$ cat src/rtl/game_pkg.sv
// Shared definitions for the bullet/heart hit resolver: colour codes,
// 16-bit box field packing, FSM states and the unpacked box view.
package game_pkg;

  localparam logic [2:0] COLOR_WHITE = 3'b000;
  localparam logic [2:0] COLOR_GREEN = 3'b001;
  localparam logic [2:0] COLOR_BLUE  = 3'b010;

  // Position word carries x/y, size word carries w/h, same bit slots.
  localparam int unsigned X_HI = 15;
  localparam int unsigned X_LO = 8;
  localparam int unsigned Y_HI = 7;
  localparam int unsigned Y_LO = 0;
  localparam int unsigned W_HI = X_HI;
  localparam int unsigned W_LO = X_LO;
  localparam int unsigned H_HI = Y_HI;
  localparam int unsigned H_LO = Y_LO;

  typedef enum logic [1:0] {
    ST_IDLE,
    ST_CHECK1,
    ST_CHECK2,
    ST_RESOLVE
  } state_t;

  typedef struct packed {
    logic [7:0] x;
    logic [7:0] y;
    logic [7:0] w;
    logic [7:0] h;
  } box_t;

  function automatic box_t make_box(input logic [15:0] pos, input logic [15:0] size);
    box_t bx;
    bx.x = pos[X_HI:X_LO];
    bx.y = pos[Y_HI:Y_LO];
    bx.w = size[W_HI:W_LO];
    bx.h = size[H_HI:H_LO];
    return bx;
  endfunction

  // Blue only hurts a heart that moved since the previous frame.
  function automatic logic is_damaging(input logic [2:0] color, input logic moved);
    return (color == COLOR_WHITE) || ((color == COLOR_BLUE) && moved);
  endfunction

endpackage

$ cat src/rtl/bullet_collision_if.sv
// Bundle between the Bullet generator / player logic and the hit resolver.
interface bullet_collision_if;
  logic        frameTick;
  logic [15:0] playerPos;
  logic [15:0] playerSize;
  logic [15:0] position1;
  logic [15:0] size1;
  logic [2:0]  color1;
  logic        isRender1;
  logic [15:0] position2;
  logic [15:0] size2;
  logic [2:0]  color2;
  logic        isRender2;
  logic        isCollide;
  logic [1:0]  hitMask;
  logic [7:0]  hp;
  logic        isInvuln;
  logic        isDead;

  modport master (
    output frameTick, playerPos, playerSize,
    output position1, size1, color1, isRender1,
    output position2, size2, color2, isRender2,
    input  isCollide, hitMask, hp, isInvuln, isDead
  );

  modport slave (
    input  frameTick, playerPos, playerSize,
    input  position1, size1, color1, isRender1,
    input  position2, size2, color2, isRender2,
    output isCollide, hitMask, hp, isInvuln, isDead
  );
endinterface

$ cat src/rtl/aabb_overlap.sv
// Axis-aligned box overlap test; far edges computed in 9 bits so x+w never wraps.
module aabb_overlap
  import game_pkg::*;
(
  input  box_t a,
  input  box_t b,
  output logic hit
);

  logic [8:0] a_xe, a_ye, b_xe, b_ye;
  logic       degenerate;

  always_comb begin
    a_xe = {1'b0, a.x} + {1'b0, a.w};
    a_ye = {1'b0, a.y} + {1'b0, a.h};
    b_xe = {1'b0, b.x} + {1'b0, b.w};
    b_ye = {1'b0, b.y} + {1'b0, b.h};
    degenerate = (a.w == '0) || (a.h == '0) || (b.w == '0) || (b.h == '0);
    hit = !degenerate
        && ({1'b0, a.x} < b_xe) && ({1'b0, b.x} < a_xe)
        && ({1'b0, a.y} < b_ye) && ({1'b0, b.y} < a_ye);
  end

endmodule

$ cat src/rtl/bullet_collision.sv
// Per-frame hit resolver: snapshots two bullets and the heart box, tests each
// bullet in turn through one shared overlap unit, then updates HP/invulnerability.
module bullet_collision
  import game_pkg::*;
#(
  parameter int unsigned MAX_HP        = 20,
  parameter int unsigned DAMAGE        = 1,
  parameter int unsigned INVULN_FRAMES = 30
) (
  input  logic                clk,
  input  logic                rst_n,
  bullet_collision_if.slave   bus
);

  state_t state_q, state_d;

  box_t       player_q, b1_q, b2_q, bullet_op;
  logic [2:0] col1_q, col2_q;
  logic       ren1_q, ren2_q;
  logic       moved_q;
  logic [15:0] prev_pos_q;
  logic       prev_valid_q;
  logic       hit1_q, hit2_q;
  logic       ovl_hit;

  logic [7:0] hp_q, cnt_q;
  logic [1:0] mask_q;
  logic       collide_q, dead_q;

  logic              dmg1, dmg2, grn1, grn2, invuln, applied;
  logic [1:0]        n_dmg, n_grn;
  logic signed [9:0] dmg_amt, hp_sum;
  logic [7:0]        hp_new, cnt_new;

  always_ff @(posedge clk or negedge rst_n) begin
    if (!rst_n) state_q <= ST_IDLE;
    else        state_q <= state_d;
  end

  always_comb begin
    state_d = state_q;
    unique case (state_q)
      ST_IDLE:    if (bus.frameTick && !dead_q) state_d = ST_CHECK1;
      ST_CHECK1:  state_d = ST_CHECK2;
      ST_CHECK2:  state_d = ST_RESOLVE;
      ST_RESOLVE: state_d = ST_IDLE;
      default:    state_d = ST_IDLE;
    endcase
  end

  // Single overlap unit, bullet operand selected by which check is running.
  always_comb begin
    bullet_op = (state_q == ST_CHECK1) ? b1_q : b2_q;
  end

  aabb_overlap u_overlap (
    .a   (player_q),
    .b   (bullet_op),
    .hit (ovl_hit)
  );

  always_comb begin
    dmg1   = hit1_q && is_damaging(col1_q, moved_q);
    dmg2   = hit2_q && is_damaging(col2_q, moved_q);
    grn1   = hit1_q && (col1_q == COLOR_GREEN);
    grn2   = hit2_q && (col2_q == COLOR_GREEN);
    n_dmg  = {1'b0, dmg1} + {1'b0, dmg2};
    n_grn  = {1'b0, grn1} + {1'b0, grn2};
    invuln = (cnt_q != '0);

    dmg_amt = invuln ? '0 : $signed(10'(n_dmg) * 10'(DAMAGE));
    hp_sum  = $signed({2'b00, hp_q}) - dmg_amt + $signed({8'b0, n_grn});

    if (hp_sum < 0)
      hp_new = '0;
    else if (hp_sum > $signed(10'(MAX_HP)))
      hp_new = 8'(MAX_HP);
    else
      hp_new = hp_sum[7:0];

    applied = (dmg_amt != '0);
    if (applied)
      cnt_new = 8'(INVULN_FRAMES);
    else if (invuln)
      cnt_new = cnt_q - 8'd1;
    else
      cnt_new = cnt_q;
  end

  always_ff @(posedge clk or negedge rst_n) begin
    if (!rst_n) begin
      player_q     <= '0;
      b1_q         <= '0;
      b2_q         <= '0;
      col1_q       <= '0;
      col2_q       <= '0;
      ren1_q       <= 1'b0;
      ren2_q       <= 1'b0;
      moved_q      <= 1'b0;
      prev_pos_q   <= '0;
      prev_valid_q <= 1'b0;
      hit1_q       <= 1'b0;
      hit2_q       <= 1'b0;
      hp_q         <= 8'(MAX_HP);
      cnt_q        <= '0;
      mask_q       <= '0;
      collide_q    <= 1'b0;
      dead_q       <= 1'b0;
    end else begin
      collide_q <= 1'b0;
      unique case (state_q)
        ST_IDLE: begin
          if (bus.frameTick && !dead_q) begin
            player_q     <= make_box(bus.playerPos, bus.playerSize);
            b1_q         <= make_box(bus.position1, bus.size1);
            b2_q         <= make_box(bus.position2, bus.size2);
            col1_q       <= bus.color1;
            col2_q       <= bus.color2;
            ren1_q       <= bus.isRender1;
            ren2_q       <= bus.isRender2;
            // First frame after reset has no reference position.
            moved_q      <= prev_valid_q && (bus.playerPos != prev_pos_q);
            prev_pos_q   <= bus.playerPos;
            prev_valid_q <= 1'b1;
          end
        end
        ST_CHECK1: hit1_q <= ren1_q && ovl_hit;
        ST_CHECK2: hit2_q <= ren2_q && ovl_hit;
        ST_RESOLVE: begin
          hp_q      <= hp_new;
          cnt_q     <= cnt_new;
          mask_q    <= {hit2_q, hit1_q};
          collide_q <= dmg1 || dmg2;
          dead_q    <= (hp_new == '0);
        end
        default: ;
      endcase
    end
  end

  assign bus.isCollide = collide_q;
  assign bus.hitMask   = mask_q;
  assign bus.hp        = hp_q;
  assign bus.isInvuln  = (cnt_q != '0);
  assign bus.isDead    = dead_q;

endmodule
$ cat src/flat_wrapper.sv
// flat-port wrapper written by rule: the top's interface ports become plain ports
module bullet_collision_flat import game_pkg::*;
#(
  parameter int unsigned MAX_HP        = 20,
  parameter int unsigned DAMAGE        = 1,
  parameter int unsigned INVULN_FRAMES = 30
)
  (clk, rst_n, bus_frameTick, bus_playerPos, bus_playerSize, bus_position1, bus_size1, bus_color1, bus_isRender1, bus_position2, bus_size2, bus_color2, bus_isRender2, bus_isCollide, bus_hitMask, bus_hp, bus_isInvuln, bus_isDead);
  bullet_collision_if bus_i ();
  input  logic clk;
  input  logic rst_n;
  input wire logic [$bits(bus_i.frameTick)-1:0] bus_frameTick;
  input wire logic [$bits(bus_i.playerPos)-1:0] bus_playerPos;
  input wire logic [$bits(bus_i.playerSize)-1:0] bus_playerSize;
  input wire logic [$bits(bus_i.position1)-1:0] bus_position1;
  input wire logic [$bits(bus_i.size1)-1:0] bus_size1;
  input wire logic [$bits(bus_i.color1)-1:0] bus_color1;
  input wire logic [$bits(bus_i.isRender1)-1:0] bus_isRender1;
  input wire logic [$bits(bus_i.position2)-1:0] bus_position2;
  input wire logic [$bits(bus_i.size2)-1:0] bus_size2;
  input wire logic [$bits(bus_i.color2)-1:0] bus_color2;
  input wire logic [$bits(bus_i.isRender2)-1:0] bus_isRender2;
  output wire logic [$bits(bus_i.isCollide)-1:0] bus_isCollide;
  output wire logic [$bits(bus_i.hitMask)-1:0] bus_hitMask;
  output wire logic [$bits(bus_i.hp)-1:0] bus_hp;
  output wire logic [$bits(bus_i.isInvuln)-1:0] bus_isInvuln;
  output wire logic [$bits(bus_i.isDead)-1:0] bus_isDead;
  assign bus_i.frameTick = bus_frameTick;
  assign bus_i.playerPos = bus_playerPos;
  assign bus_i.playerSize = bus_playerSize;
  assign bus_i.position1 = bus_position1;
  assign bus_i.size1 = bus_size1;
  assign bus_i.color1 = bus_color1;
  assign bus_i.isRender1 = bus_isRender1;
  assign bus_i.position2 = bus_position2;
  assign bus_i.size2 = bus_size2;
  assign bus_i.color2 = bus_color2;
  assign bus_i.isRender2 = bus_isRender2;
  assign bus_isCollide = bus_i.isCollide;
  assign bus_hitMask = bus_i.hitMask;
  assign bus_hp = bus_i.hp;
  assign bus_isInvuln = bus_i.isInvuln;
  assign bus_isDead = bus_i.isDead;
  bullet_collision #(.MAX_HP(MAX_HP), .DAMAGE(DAMAGE), .INVULN_FRAMES(INVULN_FRAMES)) u_core (.clk(clk), .rst_n(rst_n), .bus(bus_i));
endmodule
$ cat config.mk
export PLATFORM = sky130hd
export DESIGN_NAME = bullet_collision_flat
export DESIGN_NICKNAME = d
export VERILOG_FILES = /design/src/rtl/game_pkg.sv /design/src/rtl/bullet_collision_if.sv /design/src/rtl/aabb_overlap.sv /design/src/rtl/bullet_collision.sv /design/src/flat_wrapper.sv
export SDC_FILE = /design/constraint.sdc
export NUM_CORES = 1
export LEC_CHECK = 0
export CORE_UTILIZATION = 53
export DETAILED_ROUTE_END_ITERATION = 16
export PLACE_DENSITY = 0.77
export SYNTH_ARGS = -nofsm -noshare
export SYNTH_HDL_FRONTEND = slang
export SYNTH_HIERARCHICAL = 1
export SYNTH_SLANG_ARGS = --single-unit
$ cat constraint.sdc
create_clock -name clk -period 5.8 [get_ports clk]
set_clock_uncertainty 0.2 [all_clocks]
set_input_delay 1.16 -clock clk [delete_from_list [all_inputs] [get_ports clk]]
set_output_delay 1.16 -clock clk [all_outputs]
set_load 0.02 [all_outputs]
# Word level (Yosys, flattened, before mapping)
# Index checks and enable logic that the tools add are counted.
[op_classes]
div = 0
add_sub_neg = 9
mux = 9
shifts = 0
bitwise_logic = 0
n_mul = 0
magnitude_cmp = 6
reduce_logical = 35
n_eq_ne = 9
[ops]
columns = ["cell", "count"]
rows = [
  ["8-bit zero test", 5],
  ["8-bit by 8-bit adder with 9-bit output", 4],
  ["8-bit by 9-bit less-than comparator with 1-bit output", 4],
  ["32-bit two-way mux", 1],
  ["8-bit two-way mux", 4],
  ["16-bit inequality test", 1],
  ["1-bit logical AND", 14],
  ["10-bit by 3-bit adder with 10-bit output", 1],
  ["10-bit by 6-bit > comparator with 1-bit output, second input constant", 1],
  ["10-bit by 1-bit less-than comparator with 1-bit output, second input constant", 1],
  ["10-bit nonzero test", 1],
  ["9-bit by 10-bit subtractor with 10-bit output", 1],
  ["2-bit case mux with 4 select lines", 1],
  ["8-bit nonzero test", 1],
  ["8-bit by 1-bit subtractor with 8-bit output, second input constant", 1],
  ["3-bit by 1-bit equality test with 1-bit output, second input constant", 2],
  ["3-bit by 2-bit equality test with 1-bit output, second input constant", 2],
  ["3-bit zero test", 2],
  ["1-bit logical OR", 6],
  ["1-bit by 1-bit adder with 2-bit output", 2],
  ["2-bit equality test, second input constant", 2],
  ["2-bit two-way mux", 2],
  ["2-bit AND reduction", 2],
  ["2-bit by 1-bit equality test with 1-bit output, second input constant", 1],
  ["5 further kinds", 6],
]
[totals]
ramBits = 0
inputBits = 107
mem_bits_ro = 0
ff_bits = 146
memories = 0
output_inout_bits = 13
latch_bits = 0
elab_cells = 95

# Logic depth before layout (Yosys ltp)
[depth]
depth_word = 12
depth_mapped = 20

# Cells and area by module
# The synthesis kept the hierarchy.
[by_module_without_submodules]
columns = ["module", "cells_per_inst", "seq_area_each_um2", "area_per_inst_um2", "n_inst"]
rows = [
  ["bullet_collision", 485, 3255.6, 6372.4, 1],
  ["aabb_overlap", 233, 0.0, 1896.8, 1],
]

# Least setup slack after synthesis
# OpenSTA, ideal clock, no wires.
[synth_path]
kind = "reg2reg"
start = "reg u_core.state_q[1]"
end = "reg u_core.hit1_q"
setup_time_ns = 0.084
t_arrival_ns = 3.830
synth_period_minus_slack_ns = 4.114
path_slack_ns = 1.686
path_stages_with_launch = 19
path_cell_list = "dfrtp_1 > inv_1 > ha_1 > clkbuf_1 > clkbuf_1 > mux2_2 > ha_1 > a21o_1 > a21oi_2 > o21bai_1 > a21oi_1 > xor2_1 > ha_1 > a2111oi_0 > o21ai_1 > a31oi_1 > and4_1 > nand3_1 > o21ai_0"
[synth_rtl]
columns = ["item", "line", "rtl"]
rows = [
  ["from (decl)", "bullet_collision.sv:15", "state_t state_q, state_d;"],
  ["from (signal assigned)", "bullet_collision.sv:37", "else state_q <= state_d;"],
  ["to (signal assigned)", "bullet_collision.sv:127", "ST_CHECK1: hit1_q <= ren1_q && ovl_hit;"],
  ["to (decl)", "bullet_collision.sv:23", "logic hit1_q, hit2_q;"],
]

==> summary.md <==
* 1025 — Net count, final
* 0 — number of enable flip-flop cells after synthesis
* finished clean — status
* 0 — total of endpoints with negative setup slack in the final report
* u_core/state_q[1] — Critical R2R Launch
* 4.34% — global-route met3 utilization
* register to register — type of the worst min-delay path
* 0.0161 mm^2 — die area
* 19.0 mm — wirelength, routed
* 34 — largest fanout on the critical path
* 25.3% — fraction of power consumed by sequential logic
* 76.2% — period utilization
* met2 — GRT Max-Usage Layer
* 39.4% — sequential area share after synthesis
* register — crit path capture type
* 718 — cells after synthesis
* 54.4% — starting utilization of the core area
* 127 um — horizontal die dimension
* 17 — cells on worst reg2reg path
* 1 — worst hold path depth
* 17 — Inserted Clock Buffers
* 1038 — count of placed standard cells in the final layout, fillers left out
* 6275 — via count of the first global-routing pass
* 0.269 ns — Final Hold Slack
* 130 — CTS sink count
* 11.5 um^2 — Avg Synthesized Cell Area
* 0.00960 mm^2 — post-placement cell area
* 127 um — vertical die dimension
* 1.38 ns — Setup WS post-layout
* 0 — number of antenna violations at the first check in global routing
* 5.93 ns — Worst EP required
* 5.77 — via density per instance
* u_core/prev_valid_q — capture endpoint of the worst hold path
* 0 — sum of overflow across all layers after global routing
* 0.42 ns — clock latency of the later-clocked register in the worst-skew pair
* register — Worst Setup Start Kind
* done — CTS tree
* 119 — count of input and output buffers
* 0.0152 mm^2 — area of the core region
* 22.9% — Area Growth Syn to Fin
* 30.9% — met1 routing resource usage after global routing
* 4.42 ns — final critical delay including setup and external delays
* 1006 — # placed instances
* 100% — proportion of register bits with asynchronous set or reset after synthesis
* 5994 — vias after detailed routing
* 44.0% — met2 routing resource usage after global routing
* 1.38 ns — setup slack on the worst flop-to-flop path
* 0 — final number of max-transition violations
* 0 — post-route DRC violation count
* 41.7% — Switching Share
* 0.05 ns — Clk pin slew, worst setup/hold paths
* u_core/prev_valid_q — startpoint of the lowest-slack hold path
* 1.40 ns — setup slack at placement
* 31.2 mm — wire length of the first global-routing pass
* 226 MHz — fmax
* 668 mW/mm^2 — pwr dens
* 59.8% — fraction of power consumed by combinational cells
* 2 — worst-case clock buffer depth
* sky130_fd_sc_hd__clkbuf_16 — clock root buffer
* 1.02 ns — Worst-Margin Slew
* 108 — largest net degree at the start of global routing
* 0.873 — Final Wtd Congestion
* 4.46 nW — leakage power
* 0.0102 mm^2 — summed area of non-filler cells in the final layout
* 14.9% — clock share of power
* 18.3 um — final routed wire length divided by cell count
* 0 — antenna-violating nets left
* 31.9% — Slew HR
* 4.55 ns — Data arrival, critical path
* no — unrepaired setup endpoints after global routing
* 130 — register bit total from synthesis
* 45 — number of core rows
* 120 — top-level I/O count
* 0 — PostCTS Resize Cnt
* sky130_fd_sc_hd__dfrtp_1 — most common flop cell mapped by yosys
* 0.00827 mm^2 — synthesized cell area
* 906 — net count of the mapped netlist
* 14.4 mm — HPWL Detailed
* 0 — number of post-CTS setup repair buffers
* 78 — count of distinct cell types in the synthesized netlist
* 6 — Synth warnings
* 340 uV — peak ir drop on the vdd network
* 24.8% — share of layout cells above drive strength 1
* register to register — critical path class
* 338 — Starting DRT DRC Count
* 0 — number of hold-repair buffers added at the cts stage
* 3.96 mW — Internal Power
* u_core/hit1_q — Reg-to-Reg End
* 0 — maximum capacitance violations
* 0 — count of inserted antenna diode cells
* 4 — number of H-tree branching levels
* 6 — length of the first detailed-routing pass in iterations
* 2.83 mW — switching pwr
* 0 — count of final hold-check violations
* 25.2% — total global-route track usage
* 0 ns — final sum of negative setup slack
## kinds of logic after synthesis
logic type | Yosys count | share of synthesized area (%)
AOI/OAI and AO/OA | 113 | 9.97
xor gates and xnor gates | 50 | 5.61
adders and majority gates | 81 | 12.8
buffers and inverters | 56 | 3.12
DFF | 130 | 39.4
muxes | 139 | 19.0
and+or+nand+nor | 149 | 10.2
## power by group through the flow
stage          Clock [mW]  Sequential, mW  Combinational, mW
2_1_floorplan           0            1.60               3.09
3_3_place_gp            0            1.71               3.77
3_5_place_dp            0            1.73               3.97
4_1_cts              1.03            1.72               4.03
5_1_grt              1.08            1.78               4.52
6_report             1.01            1.72               4.06
## critical path: stages, from the launching register on
cell,delay (ns)
sky130_fd_sc_hd__dfrtp_1,0.40
sky130_fd_sc_hd__inv_1,0.13
sky130_fd_sc_hd__ha_1,0.19
sky130_fd_sc_hd__buf_4,0.42
sky130_fd_sc_hd__mux2_2,0.43
sky130_fd_sc_hd__ha_1,0.30
sky130_fd_sc_hd__a21o_1,0.19
sky130_fd_sc_hd__a21oi_2,0.21
sky130_fd_sc_hd__o21bai_1,0.09
sky130_fd_sc_hd__a21oi_1,0.17
sky130_fd_sc_hd__xor2_1,0.18
sky130_fd_sc_hd__ha_1,0.26
sky130_fd_sc_hd__a2111oi_0,0.41
sky130_fd_sc_hd__o21ai_1,0.12
sky130_fd_sc_hd__a31oi_1,0.18
sky130_fd_sc_hd__and4_1,0.27
sky130_fd_sc_hd__nand3_1,0.08
sky130_fd_sc_hd__o21ai_0,0.10
## cell usage in the layout (no fill, tap or decap), types with 5 or more instances in the layout
cell type and count:
sky130_fd_sc_hd__o21ai_1 7, sky130_fd_sc_hd__mux2_2 138, sky130_fd_sc_hd__a21oi_1 13, sky130_fd_sc_hd__o21ai_0 27, sky130_fd_sc_hd__clkdlybuf4s50_1 118, sky130_fd_sc_hd__nand2_1 26
sky130_fd_sc_hd__clkbuf_16 17, sky130_fd_sc_hd__nor4_1 16, sky130_fd_sc_hd__nor3_1 7, sky130_fd_sc_hd__o211ai_1 5, sky130_fd_sc_hd__xnor2_1 16, sky130_fd_sc_hd__nand2b_1 13
sky130_fd_sc_hd__ha_1 75, sky130_fd_sc_hd__nor2_1 36, sky130_fd_sc_hd__xor2_1 32, sky130_fd_sc_hd__nor2b_1 10, sky130_fd_sc_hd__o21a_1 7, sky130_fd_sc_hd__nand3_1 7
sky130_fd_sc_hd__clkinv_2 6, sky130_fd_sc_hd__fa_1 6, sky130_fd_sc_hd__a21o_1 9, sky130_fd_sc_hd__inv_1 33, sky130_fd_sc_hd__dfrtp_1 128
## final cells by class
type,count,area (um^2)
Clock buffer,19,453
Clock inverter,13,109
Fill cell,1125,5040
Inverter,33,124
Multi-Input combinational cell,532,4760
Sequential cell,130,3260
Tap cell,188,235
Timing Repair Buffer,123,1230
## per-layer routing
layer  share of wire (%)  vias up  wire (um)
li1                    -     2848          -
met1                  43     2946       8200
met2                  50      161       9560
met3                 3.9       39        732
met4                 2.4        0        462
met5                   0        -          0
## synthesized netlist by cell type (all sizes together), types with 5 or more instances
cell	instances	area (um^2)
nor3	9	61.3
xnor2	18	184
nor2b	10	62.6
mux2	139	1570
nor2	38	161
fa	6	120
o21ai	35	179
nand3	8	45.0
nand2	27	109
or3	5	41.3
a21o	9	67.6
ha	75	938
nor4	17	113
o21a	7	52.6
o211ai	6	50.1
a21oi	17	100
xor2	32	280
clkbuf	19	91.3
nand2b	13	81.3
or2	5	33.8
dfrtp	128	3200
inv	33	124
## sequential cells by signal, indices dropped and copies added (netlist names), 2 cells and up
name and flops:
u_core/b2_q 32, u_core/col1_q 3, u_core/cnt_q 8, u_core/bus.hp 8
u_core/bus.hitMask 2, u_core/state_q 2, u_core/b1_q 32, u_core/col2_q 3
u_core/player_q 31
## metrics by stage
| step | utilization [%] | power [mW] |
|---|---|---|
| 6_report | 66.9 | 6.79 |
| 5_1_grt | 66.9 | 7.38 |
| 4_1_cts | 66.9 | 6.78 |
| 3_5_place_dp | 63.2 | 5.69 |
| 3_3_place_gp | 63.2 | 5.48 |
| 2_1_floorplan | - | 4.68 |
## worst max path at each step
stage | start | endpoint | slack, ns | cells past startpoint
after global routing | u_core/state_q[1] | u_core/hit1_q | 1.12 | 19
after detailed placement | u_core/state_q[1] | u_core/hit1_q | 1.40 | 17
after global placement | u_core/col2_q[1] | u_core/bus.hp[1] | 1.65 | 16
final | u_core/state_q[1] | u_core/hit1_q | 1.38 | 17
after CTS | u_core/state_q[1] | u_core/hit1_q | 1.37 | 17
after floorplan | u_core/state_q[1] | u_core/hit1_q | 1.69 | 18
Power figures use the tool's default switching activity.
